==> config.mk <==
export PLATFORM = sky130hd
export DESIGN_NAME = fifo_word_serializer
export DESIGN_NICKNAME = d
export VERILOG_FILES = /design/src/rtl/fifo_word_serializer.sv
export SDC_FILE = /design/constraint.sdc
export NUM_CORES = 1
export LEC_CHECK = 0
export CELL_PAD_IN_SITES_DETAIL_PLACEMENT = 0
export CELL_PAD_IN_SITES_GLOBAL_PLACEMENT = 1
export CORE_MARGIN = 4
export CORE_UTILIZATION = 37
export CTS_CLUSTER_SIZE = 28
export DETAILED_ROUTE_END_ITERATION = 16
export GPL_TIMING_DRIVEN = 0
export PLACE_DENSITY = 0.83
export SYNTH_ARGS = -nofsm -noshare
export SYNTH_HDL_FRONTEND = slang
export SYNTH_SLANG_ARGS = --single-unit
==> constraint.sdc <==
create_clock -name clk_i -period 2 [get_ports clk_i]
set_input_delay 0.2 -clock clk_i [delete_from_list [all_inputs] [get_ports clk_i]]
set_output_delay 0.2 -clock clk_i [all_outputs]
set_load 0.1 [all_outputs]
==> src/rtl/fifo_word_serializer.sv <==
// rtl/fifo_word_serializer.sv - pops IN_WIDTH words from a FIFO and emits them as RATIO narrow beats
module fifo_word_serializer #(
  parameter int IN_WIDTH  = 32,
  parameter int RATIO     = 4,
  parameter bit LSB_FIRST = 1'b1,
  localparam int OUT_WIDTH = IN_WIDTH / RATIO,
  localparam int CNT_W     = (RATIO > 1) ? $clog2(RATIO) : 1
) (
  input  logic                 clk_i,
  input  logic                 rst_ni,
  input  logic                 flush_i,
  input  logic                 fifo_empty_i,
  input  logic [IN_WIDTH-1:0]  fifo_data_i,
  output logic                 fifo_pop_o,
  output logic                 valid_o,
  input  logic                 ready_i,
  output logic [OUT_WIDTH-1:0] data_o,
  output logic                 last_o,
  output logic                 busy_o
);

  typedef enum logic {
    IDLE  = 1'b0,
    SHIFT = 1'b1
  } state_e;

  localparam logic [CNT_W-1:0] CNT_MAX = CNT_W'(RATIO - 1);

  state_e              state, state_next;
  logic [IN_WIDTH-1:0] hold, hold_next;
  logic [CNT_W-1:0]    cnt, cnt_next;
  logic [CNT_W-1:0]    slice_idx;
  logic                last_beat;

  assign last_beat = (cnt == CNT_MAX);
  assign busy_o    = (state == SHIFT);

  // MSB-first order walks the slices downward from the top of the word.
  assign slice_idx = LSB_FIRST ? cnt : (CNT_MAX - cnt);

  generate
    if (RATIO == 1) begin : g_single
      assign data_o = hold;
    end else begin : g_sel
      logic [RATIO-1:0][OUT_WIDTH-1:0] slices;
      assign slices = hold;
      assign data_o = slices[slice_idx];
    end
  endgenerate

  // State, holding register and beat counter; reset discards any held word.
  always_ff @(posedge clk_i or negedge rst_ni) begin
    if (!rst_ni) begin
      state <= IDLE;
      hold  <= '0;
      cnt   <= '0;
    end else begin
      state <= state_next;
      hold  <= hold_next;
      cnt   <= cnt_next;
    end
  end

  // Next-state and handshake logic; flush wins over every other event.
  always_comb begin
    state_next = state;
    hold_next  = hold;
    cnt_next   = cnt;
    fifo_pop_o = 1'b0;
    valid_o    = 1'b0;
    last_o     = 1'b0;
    case (state)
      IDLE: begin
        // rst_ni gates the pop so the FIFO is never drained while held in reset.
        if (rst_ni && !flush_i && !fifo_empty_i) begin
          fifo_pop_o = 1'b1;
          hold_next  = fifo_data_i;
          cnt_next   = '0;
          state_next = SHIFT;
        end
      end
      SHIFT: begin
        valid_o = 1'b1;
        last_o  = last_beat;
        if (flush_i) begin
          state_next = IDLE;
          cnt_next   = '0;
        end else if (ready_i) begin
          if (!last_beat) begin
            cnt_next = cnt + 1'b1;
          end else if (!fifo_empty_i) begin
            // Reload on the final beat so back-to-back words have no bubble.
            fifo_pop_o = 1'b1;
            hold_next  = fifo_data_i;
            cnt_next   = '0;
          end else begin
            state_next = IDLE;
            cnt_next   = '0;
          end
        end
      end
      default: state_next = IDLE;
    endcase
  end

  // Simulation-only sanity checks on configuration and pop legality.
  always @(posedge clk_i) begin
    assert (IN_WIDTH % RATIO == 0) else $error("IN_WIDTH is not a multiple of RATIO");
    assert (RATIO >= 1) else $error("RATIO must be at least 1");
    assert (!(fifo_pop_o && fifo_empty_i)) else $error("pop while FIFO empty");
  end

endmodule

==> impl_metrics.ini <==
[timing]
worstMarginPinSlew_ps = 951
slew_headroom_pct = 36.8
fin_crit_sh_pct = 95.7
maxSlewViolCount = 0
finalSetupViolCount = 0
min_period_ps = 1910
rsz0062_at_grt = no
finalSetupTns_ps = 0
max_freq_mhz = 522
setup_ws_ps = 85.6
finClkSkew_ps = 4.74
hold_viol_final = 0

[pwr]
p_leak_nw = 0.930
peakVddDrop_mv = 0.552
powerDensity_nw_per_um2 = 1020

[final_layout]
synthToLayoutAreaGrowth_pct = 39.8
diodes = 0
utilization_pct = 54.6
nets = 197
fillCellCount = 362
layout-drive-gt1-share_pct = 40.3
final_cells = 209

[drt]
wl_per_cell_um = 17.0
firstDrtPassIters = 4
final_antenna_net_count = 0
drc = 0
drtIter0Drc = 55
vias = 1087
totalWireLength_mm = 3.54
vias_per_cell = 5.20

[global_route]
grt_overflow_total = 0
top_usage_layer = met2
gr-usage-all-layers_pct = 14.2
met3_usage_pct = 4.38
grt_max_degree = 36
first_global_vias = 1178
use_met2_pct = 22.6
antenna_found_initial = 0
grt_pass1_wl_mm = 5.60
met1_usage_pct = 16.8

[setup_path]
critPathKind = reg2out
r2r.worst_path.cells = 5
crit_fanout = 10
cp.arrival_ps = 1710
worstSetupEndpointType = output pin
critPathLaunchType = flop
crit_required_ps = 1800

[clocking]
numClockSinks = 35
clockBufferDepth = 2
cts.htree.levels = 2
cts_made_buffers = 5
clk_pin_slew_ps = 70
post_cts_buffers = 0
cts_tree = built
clock_latency_ps = 290
cts-root-buf = clkbuf_8

[logic_synthesis]
syn_area_um2 = 1610
synth-main-ff-cell = dfrtp_1
synth_edf_count = 0
synth.avg_cell_area_um2 = 15.9
synth_top_area_share_pct = 54.5
synth_top_area_cell = dfrtp_1
yosysWarnings = 0
ys_seq_area_share_pct = 54.5
syn_inst = 101
ys_ff_latch = 35
async_flop_share_pct = 100
synth_cell_types = 22
syn-num-nets = 140
synth.top_cells.by_area = dfrtp_1 (54%), mux2_2 (19%), mux4_2 (11%), mux2_1 (3.5%), buf_6 (2.1%)

[floorplan]
io_pins = 49
die_w_um = 73.9
rows = 23
coreArea_um2 = 4120
dieArea_um2 = 5460
die_y_um = 73.9
initial_core_util_pct = 39.1

[job]
cap_violations = 0

[placed_design]
dp_hpwl_mm = 2.56
dp.cells = 199
port-buffer-count = 48
gp_congestion = 0.737
pre_cts_ws_ps = -696

[outcome]
outcome = finished, final reports clean

[hold_path]
hold_path_class = in2async
synthesized netlist by cell type, types with 2 or more instances:
library cell / number
a21oi_1: 2
buf_6: 3
dfrtp_1: 35
ha_1: 2
mux2_1: 5
mux2_2: 27
mux4_2: 8
nand3_1: 4
nor2_1: 2
layout make-up:
class	instances	area, µm²	share of cell area [%]
clock buffers	5	68.8	3.06
well taps	50	62.6	2.78
plain buffers	6	57.6	2.56
flip-flops and latches	35	877	39.0
repair buffers	50	474	21.1
multi-input cells	60	693	30.8
clock inverters	3	15.0	0.668
through the flow:
| stage | area, µm² | total power, mW | hold slack (ps) |
|---|---|---|---|
| after global routing | 2250 | 2.41 | 482 |
| after detailed placement | 2160 | 1.86 | 340 |
| final | 2250 | 2.30 | 451 |
| after floorplan | 1620 | 1.60 | -95.6 |
| after CTS | 2240 | 2.31 | 457 |
| after global placement | 2160 | 1.83 | 464 |
worst paths after layout:
kind	slack (ps)	start	endpoint
max	90	cnt[0]$_DFFE_PN0P_	data_o[4]
min	450	rst_ni	g_sel.slices[20]$_DFFE_PN0P_
max reg2reg	310	cnt[0]$_DFFE_PN0P_	g_sel.slices[14]$_DFFE_PN0P_
min reg2reg	490	g_sel.slices[17]$_DFFE_PN0P_	g_sel.slices[17]$_DFFE_PN0P_
max in group asynchronous	1350	rst_ni	busy_o$_DFF_PN0_
min in group clk_i	490	g_sel.slices[17]$_DFFE_PN0P_	g_sel.slices[17]$_DFFE_PN0P_
power by group:
group          internal [mW]  total (mW)  leakage (nW)  switching [mW]
Sequential             0.856       0.931         0.419          0.0746
Clock                  0.238       0.492        0.0477           0.254
Combinational          0.320       0.882         0.464           0.562
critical path, cell delays in order (launching register included):
cell,delay [ps]
dfrtp_1,400
buf_6,200
mux4_2,530
clkbuf_4,300
what timing repair did:
action                     CTS  global route
hold endpoints to repair    35             0
setup endpoints to repair   12             9
gates resized for setup     51             8
hold buffers                 2             0
routing by layer:
layer / vias up / wire length (µm)
met5: - / 0
met4: 0 / 107
met3: 11 / 229
met2: 38 / 1770
met1: 544 / 1440
li1: 494 / -
cell families after synthesis:
kind of cell | Yosys count | synth area share (%)
muxes | 40 | 33.6
DFF | 35 | 54.5
and+or+nand+nor | 12 | 4.13
AOI/OAI and AO/OA | 6 | 3.11
buffers and inverters | 6 | 3.11
adders and majority gates | 2 | 1.56
sequential cells by signal, summed over array words and instances, names as in the netlist:
register / flops
g_sel.slices: 32
busy_o: 1
cnt: 2
placed cells by master (no fill, tap or decap), types with 2 or more instances in the layout:
| cell | instances |
|---|---|
| mux2_1 | 5 |
| dlygate4sd2_1 | 2 |
| a21oi_4 | 2 |
| buf_2 | 4 |
| nor2_1 | 2 |
| dfrtp_1 | 34 |
| nand3_1 | 4 |
| mux4_2 | 8 |
| buf_6 | 4 |
| mux2_2 | 27 |
| clkinv_2 | 3 |
| ha_1 | 2 |
| clkbuf_4 | 5 |
| buf_4 | 2 |
| clkdlybuf4s50_1 | 35 |
| clkbuf_8 | 5 |
No activity file was read; power rests on OpenSTA's default activity.
